==> src/rtl/riot_timer_pkg.sv <==
// rtl/riot_timer_pkg.sv - register offsets, interval codes and prescaler helpers for riot_timer
package riot_timer_pkg;

  // Register offsets as seen on A[3:0]; bit 3 on a timer write is the IRQ enable
  localparam logic [3:0] OFF_TIM1T  = 4'h4;
  localparam logic [3:0] OFF_TIM8T  = 4'h5;
  localparam logic [3:0] OFF_TIM64T = 4'h6;
  localparam logic [3:0] OFF_T1024T = 4'h7;
  localparam logic [3:0] OFF_INTIM  = 4'h4;
  localparam logic [3:0] OFF_TIMINT = 4'h5;
  localparam int         IRQ_EN_BIT = 3;

  // Interval select code, taken from A[1:0] on a timer write
  typedef enum logic [1:0] {
    SEL_1T    = 2'd0,
    SEL_8T    = 2'd1,
    SEL_64T   = 2'd2,
    SEL_1024T = 2'd3
  } interval_sel_t;

  // Prescaler reload value: interval length minus one
  function automatic int unsigned interval_last(input interval_sel_t sel);
    case (sel)
      SEL_1T:  interval_last = 0;
      SEL_8T:  interval_last = 7;
      SEL_64T: interval_last = 63;
      default: interval_last = 1023;
    endcase
  endfunction

endpackage

==> src/rtl/riot_timer_prescaler.sv <==
// rtl/riot_timer_prescaler.sv - interval down-counter producing one tick per interval
module riot_timer_prescaler
  import riot_timer_pkg::*;
#(
  parameter int DIV_W = 10
) (
  input  logic          i_clk,
  input  logic          i_res_n,
  input  logic          i_load,
  input  interval_sel_t i_interval_sel,
  input  logic          i_fast,
  output logic          o_tick
);

  logic [DIV_W-1:0] r_cnt;
  interval_sel_t    r_sel;

  assign o_tick = (r_cnt == '0);

  // Load restarts the interval; on a tick reload, or stay at zero while in post-underflow fast mode
  always_ff @(posedge i_clk or negedge i_res_n) begin
    if (!i_res_n) begin
      r_cnt <= DIV_W'(interval_last(SEL_1024T));
      r_sel <= SEL_1024T;
    end else if (i_load) begin
      r_cnt <= DIV_W'(interval_last(i_interval_sel));
      r_sel <= i_interval_sel;
    end else if (o_tick) begin
      r_cnt <= i_fast ? '0 : DIV_W'(interval_last(r_sel));
    end else begin
      r_cnt <= r_cnt - 1'b1;
    end
  end

endmodule

==> src/rtl/riot_timer.sv <==
// rtl/riot_timer.sv - 6532-style 8-bit interval timer with prescaler, underflow flag and IRQ
module riot_timer
  import riot_timer_pkg::*;
#(
  parameter logic [7:0] RESET_COUNT = 8'hFF,
  parameter int         DIV_W       = 10
) (
  input  logic       i_clk,
  input  logic       i_res_n,
  input  logic       i_cs,
  input  logic [3:0] i_a,
  input  logic       i_we,
  input  logic [7:0] i_wd,
  output logic [7:0] o_rd,
  output logic       o_irq_n
);

  logic [7:0]    r_intim;
  logic          r_flag;
  logic          r_irq_en;
  logic          r_fast;

  logic          w_timer_wr;
  logic          w_intim_rd;
  logic          w_tick;
  logic          w_underflow;
  interval_sel_t w_sel;
  logic [7:0]    w_intim_next;
  logic          w_flag_next;
  logic          w_irq_en_next;
  logic          w_fast_next;

  // Any write with A[2] set is a timer load; A[3] carries the IRQ enable
  assign w_timer_wr  = i_cs & i_we & i_a[2];
  assign w_intim_rd  = i_cs & ~i_we & (i_a[2:0] == OFF_INTIM[2:0]);
  assign w_sel       = interval_sel_t'(i_a[1:0]);
  assign w_underflow = w_tick & ~w_timer_wr & (r_intim == 8'h00);

  riot_timer_prescaler #(
    .DIV_W (DIV_W)
  ) u_prescaler (
    .i_clk          (i_clk),
    .i_res_n        (i_res_n),
    .i_load         (w_timer_wr),
    .i_interval_sel (w_sel),
    .i_fast         (w_fast_next),
    .o_tick         (w_tick)
  );

  // Next-state: a write beats a tick, and an underflow beats the read-clear of the flag
  always_comb begin
    w_intim_next  = r_intim;
    w_flag_next   = r_flag;
    w_irq_en_next = r_irq_en;
    w_fast_next   = r_fast;
    if (w_timer_wr) begin
      w_intim_next  = i_wd;
      w_flag_next   = 1'b0;
      w_irq_en_next = i_a[IRQ_EN_BIT];
      w_fast_next   = 1'b0;
    end else begin
      if (w_tick) begin
        w_intim_next = r_intim - 8'd1;
      end
      if (w_underflow) begin
        w_flag_next = 1'b1;
        w_fast_next = 1'b1;
      end else if (w_intim_rd) begin
        w_flag_next = 1'b0;
      end
    end
  end

  // Timer state and registered IRQ output
  always_ff @(posedge i_clk or negedge i_res_n) begin
    if (!i_res_n) begin
      r_intim  <= RESET_COUNT;
      r_flag   <= 1'b0;
      r_irq_en <= 1'b0;
      r_fast   <= 1'b0;
      o_irq_n  <= 1'b1;
    end else begin
      r_intim  <= w_intim_next;
      r_flag   <= w_flag_next;
      r_irq_en <= w_irq_en_next;
      r_fast   <= w_fast_next;
      o_irq_n  <= ~(w_flag_next & w_irq_en_next);
    end
  end

  // Read mux: only INTIM and TIMINT return data, everything else reads as zero
  always_comb begin
    o_rd = 8'h00;
    if (i_cs) begin
      if (i_a[2:0] == OFF_INTIM[2:0]) begin
        o_rd = r_intim;
      end else if (i_a[2:0] == OFF_TIMINT[2:0]) begin
        o_rd = {r_flag, 7'b0};
      end
    end
  end

endmodule

==> config.mk <==
export PLATFORM = sky130hd
export DESIGN_NAME = riot_timer
export DESIGN_NICKNAME = d
export VERILOG_FILES = /design/src/rtl/riot_timer_pkg.sv /design/src/rtl/riot_timer_prescaler.sv /design/src/rtl/riot_timer.sv
export SDC_FILE = /design/constraint.sdc
export NUM_CORES = 1
export LEC_CHECK = 0
export CORE_MARGIN = 4
export CORE_UTILIZATION = 40
export DETAILED_ROUTE_END_ITERATION = 16
export RECOVER_POWER = 50
export SYNTH_ARGS = -nofsm -noshare
export SYNTH_HDL_FRONTEND = slang
export SYNTH_SLANG_ARGS = --single-unit
==> constraint.sdc <==
create_clock -name i_clk -period 3.02 [get_ports i_clk]
set_clock_uncertainty 0.2 [all_clocks]
set_input_delay 0.453 -clock i_clk [delete_from_list [all_inputs] [get_ports i_clk]]
set_output_delay 0.453 -clock i_clk [all_outputs]
set_load 0.02 [all_outputs]
After elaboration in Yosys (flattened, before gate mapping). Cells that the tools add are included.

Register bits: 24. Input port bits: 16.

$add $sub $neg: 2. Eq/ne operators: 6. Multiplexer cells: 16. Bitwise operators: 10. Reduce and logical (&&, ||, !) cells: 5.

Operators with widths (number): $pmux W10 S3 (2); $mux W8 (5); $mux W10 (3); $logic_not A10 Y1 (1); $sub A10 B1 Y10 const B (1); $logic_not A8 Y1 (1); $sub A8 B1 Y8 const B (1); $and A1 B1 Y1 (7); $eq A3 B3 Y1 const B (2); $mux W1 (6); $eq A2 B1 Y1 const B (2); $eq A2 B2 Y1 const B (2); $logic_not A2 Y1 (2); $not A1 Y1 (3); $reduce_bool A2 Y1 (1).

Depth between registers and ports, before layout.
Word-level depth: 10. Gate-level depth with buffers: 8. Mapped depth without buffers: 6.

Modules after synthesis. From an unflattened synthesis, not the netlist that was laid out.

Cell total of the unflattened synthesis: 148. Area total of the unflattened synthesis: 1400.1 µm².

Modules (own cells, without submodules): riot_timer (times used 1, cells each 76, area each 700.7 µm²); riot_timer_prescaler (times used 1, cells each 72, area each 699.4 µm²).

Worst setup path before layout. No wires, ideal clock.

Path type: register to register. Start: register u_prescaler.r_cnt[0]. End: register u_prescaler.r_cnt[6]. Library setup time: 0.091 ns. Data arrival time: 1.820 ns. Slack: 0.910 ns. Stages on the path, launching flop included: 9. Path buffers: 2. Clock period less this slack: 2.110 ns. Path through: dfstp_2 > inv_1 > ha_1 > or4b_1 > buf_2 > nor3_2 > or2_2 > buf_1 > o21ai_0.

Word-level cells in the longest chain between the ends: 8. Elaborated cells on any way between the ends: 9.

RTL lines: from (decl) (RTL line riot_timer_prescaler.sv:15) `logic [DIV_W-1:0] r_cnt;`; from (signal assigned) (RTL line riot_timer_prescaler.sv:23) `r_cnt <= DIV_W'(interval_last(SEL_1024T));`; from (signal assigned) (RTL line riot_timer_prescaler.sv:26) `r_cnt <= DIV_W'(interval_last(i_interval_sel));`; from (signal assigned) (RTL line riot_timer_prescaler.sv:29) `r_cnt <= i_fast ? '0 : DIV_W'(interval_last(r_sel));`; $logic_not A10 Y1 (RTL line riot_timer_prescaler.sv:18) `assign o_tick = (r_cnt == '0);`; $and A1 B1 Y1 (2 in a row) (RTL line riot_timer.sv:37) `assign w_underflow = w_tick & ~w_timer_wr & (r_intim == 8'h00);`; $mux W1 (RTL line riot_timer.sv:65) `if (w_underflow) begin`; $mux W1 (RTL line riot_timer.sv:56) `if (w_timer_wr) begin`; $mux W10 (RTL line riot_timer_prescaler.sv:29); $mux W10 * (RTL line riot_timer_prescaler.sv:28) `end else if (o_tick) begin`; $mux W10 * (RTL line riot_timer_prescaler.sv:25) `end else if (i_load) begin`.

Every way passes the cells marked *; elsewhere a longest branch is shown, timed or not. A chain may end at the register's enable or synchronous reset.

Final worst setup path.
Start: input i_a[0]. End: output o_rd[4].

Word-level cells in the longest chain between the ends: 3.

RTL lines: from (decl) (RTL line riot_timer.sv:11) `input logic [3:0] i_a,`; $eq A3 B3 Y1 (RTL line riot_timer.sv:95) `if (i_a[2:0] == OFF_INTIM[2:0]) begin`; $mux W8 (RTL line riot_timer.sv:95); $mux W8 (RTL line riot_timer.sv:94) `if (i_cs) begin`; to (decl) (RTL line riot_timer.sv:14) `output logic [7:0] o_rd,`.

No other way between the ends.

==> results.tsv <==
metric	value	unit
outcome	complete, no violations	
relSlewSlack	0.309	
cp.required	2370	ps
path_buf_inv	3	
clock_latency	270	ps
ys_warn_count	0	
grtUsageMet2	0.263	
drt_iter0_drc	53	
timing.critical_path.mode_cell	clkdlybuf4s50_1	
arrival	2230	ps
cellLeakagePower	0.000678	uW
filler_cell_count	348	
clock-sinks	24	
finalSetupViolCount	0	
end_kind	output port	
drt-wirelength-per-cell	14.4	um
syn_to_final_growth	24.1	%
worstSetupPathType	input pin to output port	
synth_top_area_share	0.375	
first_global_vias	1233	
synth_top_area_cell	dfstp_2	
crit_path_cell_trace	clkdlybuf4s50_1, nor3_1, buf_4, and2_1, clkdlybuf4s50_1	
rsz0062_at_grt	no	
cts_made_buffers	3	
cts.clk_slew.worst_paths	90	ps
finalPower	1300	uW
die_h	68.7	um
die_x	68.7	um
crit_path_start_kind	input pin	
ys_top_cells_by_area	dfstp_2 38%, xnor2_1 5.4%, dfrtp_1 5.1%	
num_io_pins	25	
crit_start	i_a[0]	
num_antenna_cells	0	
min_period_over_period	0.955	
initial_utilization	0.427	
clockRootBuffer	clkbuf_8	
slew_violations	0	
syn_area_per_cell	9.25	sq um
synth_cells	159	
period_needed	2890	ps
grt_max_degree	25	
fmax	347	MHz
routed_wl	3280	um
synthesis.nets	179	
power.density	709	nW/um^2
grt_util_met3	0.0243	
antenna_found_initial	0	
final_antenna_net_count	0	
finalSetupTns	0	ps
synth_ff_type	dfstp_2	
use_met1	0.226	
io_buffers	24	
crit_fanout	7	
cts_htree_levels	1	
ys_types	43	
place.gp.congestion	0.820	
cts_buffer_depth	2	
grt_overflow	0	
hold_path.class	flop to flop	
drv_cap	0	
ys_ff_latch	24	
hold_buffers	0	
cts_setup_buffers	0	
vias	1198	
placed_cell_area	1760	sq um
cts_tree	done	
top_usage_layer	met2	
finalHoldViolations	0	
coreArea	3440	sq um
max_stage_delay	610	ps
critPathTopFamily	buffers and inverters	
syn_area	1470	sq um
crit_slowest_cell	clkdlybuf4s50_1	
track_usage	0.164	
timing.rr.start	u_prescaler.r_cnt[0]$_DFF_PN1_	
dr.pass1.iters	4	
ys_seq_area_frac	0.426	
dieArea	4710	sq um
worstMarginPinSlew	1040	ps
fin_area	1830	sq um
async_flop_share	1.00	
max-vdd-ir-drop	260	uV
drc	0	
grt_pass1_wl	5870	um
drive_gt1_frac	0.209	
via_per_inst	5.25	
cts-resized-gates	0	
synth_edf_count	0	
nets	203	
num_rows	21	
post-dp-hpwl	2490	um
hold_start	u_prescaler.r_sel[1]$_DFFE_PN1P_	
-- state kept, by name, summed over array words and instances (netlist names) --
register / cells
r_flag: 1
r_intim: 8
u_prescaler.r_sel: 2
r_fast: 1
r_irq_en: 1
o_irq_n: 1
u_prescaler.r_cnt: 10
-- power breakdown --
part           internal, uW  switching (uW)
Sequential              492             116
Combinational           196             209
Clock                   177             106
Total                   865             431
-- through the flow --
| step | utilization | setup slack, ps | hold slack [ps] | std cells |
|---|---|---|---|---|
| floorplan | - | 910 | -42.6 | 159 |
| global placement | 0.512 | 217 | 257 | 224 |
| detailed placement | 0.512 | 166 | 260 | 224 |
| CTS | 0.533 | 159 | 274 | 228 |
| global route | 0.531 | 50.5 | 295 | 228 |
| finish | 0.531 | 135 | 271 | 228 |
-- path summary, 6_finish.rpt --
path                            slack, ps                                to  cells past startpoint
worst max-delay path                  130                           o_rd[4]                      5
worst min-delay path                  270  u_prescaler.r_sel[1]$_DFFE_PN1P_                      2
worst max register to register        690    u_prescaler.r_cnt[5]$_DFF_PN1_                      6
worst min register to register        270  u_prescaler.r_sel[1]$_DFFE_PN1P_                      2
max in group asynchronous            1270    u_prescaler.r_cnt[3]$_DFF_PN1_                      2
min in group asynchronous             410                  r_fast$_DFF_PN0_                      1
-- cell usage after synthesis (2+ instances only) --
master     n
and3_1     2
nand2_1   20
nor2b_1    2
nor4_1     8
mux2i_1    4
inv_1      6
xnor2_1    9
clkbuf_1   6
and2_1     7
a21oi_1    3
buf_2      2
dfrtp_1    3
or4_4      2
nand3_1    2
o21ai_0   12
dfstp_2   21
nor3_1     6
ha_1       4
nor2_1    14
nor4b_1    2
or4_1      2
-- worst register-to-register path, delay by kind of cell, from the launching register on --
family / cells / cell delay, ps
buffers and inverters: 1 / 70
DFF: 1 / 390
AOI/OAI and AO/OA: 1 / 120
adders and majority gates: 1 / 160
and+or+nand+nor: 3 / 1300
-- routing by layer --
| layer | routed length (um) | vias to the layer above | part of all wire |
|---|---|---|---|
| met2 | 1480 | 23 | 0.45 |
| met5 | 0 | - | 0 |
| li1 | - | 604 | - |
| met4 | 46 | 0 | 0.014 |
| met1 | 1650 | 565 | 0.50 |
| met3 | 106 | 6 | 0.032 |
-- placed cells by master, fill, tap and decap left out, types with 2 or more instances in the layout --
| master | instances |
|---|---|
| clkbuf_8 | 3 |
| nor2_1 | 14 |
| dfstp_2 | 21 |
| a21oi_1 | 3 |
| nor3_1 | 6 |
| mux2i_1 | 4 |
| buf_4 | 2 |
| nor4_1 | 8 |
| nor2b_1 | 2 |
| and2_1 | 7 |
| nand3_1 | 2 |
| or4_1 | 2 |
| or4_4 | 2 |
| clkbuf_1 | 2 |
| o21ai_0 | 12 |
| inv_1 | 6 |
| dfrtp_1 | 3 |
| xnor2_1 | 9 |
| ha_1 | 4 |
| and3_1 | 2 |
| nor4b_1 | 2 |
| nand2_1 | 20 |
| dlygate4sd3_1 | 2 |
| clkdlybuf4s50_1 | 22 |
-- logic make-up (layout without fill, tap and decap cells) --
logic type / Yosys count / after routing / synth area share
muxes: 4 / 4 / 0.0272
xor gates and xnor gates: 10 / 10 / 0.0595
AOI/OAI and AO/OA: 24 / 24 / 0.110
and+or+nand+nor: 78 / 78 / 0.304
DFF: 24 / 24 / 0.426
buffers and inverters: 15 / 38 / 0.0400
adders and majority gates: 4 / 4 / 0.0340
-- area by class of cell --
type,instances,area [sq um],share of cell area
flip-flops and latches,24,627,0.343
clock inverters,1,30.0,0.0164
clock buffers,3,41.3,0.0226
inverters,6,22.5,0.0123
repair buffers,28,263,0.144
multi-input cells,120,786,0.430
well taps,46,57.6,0.0315
Power figures use the tool's default switching activity.
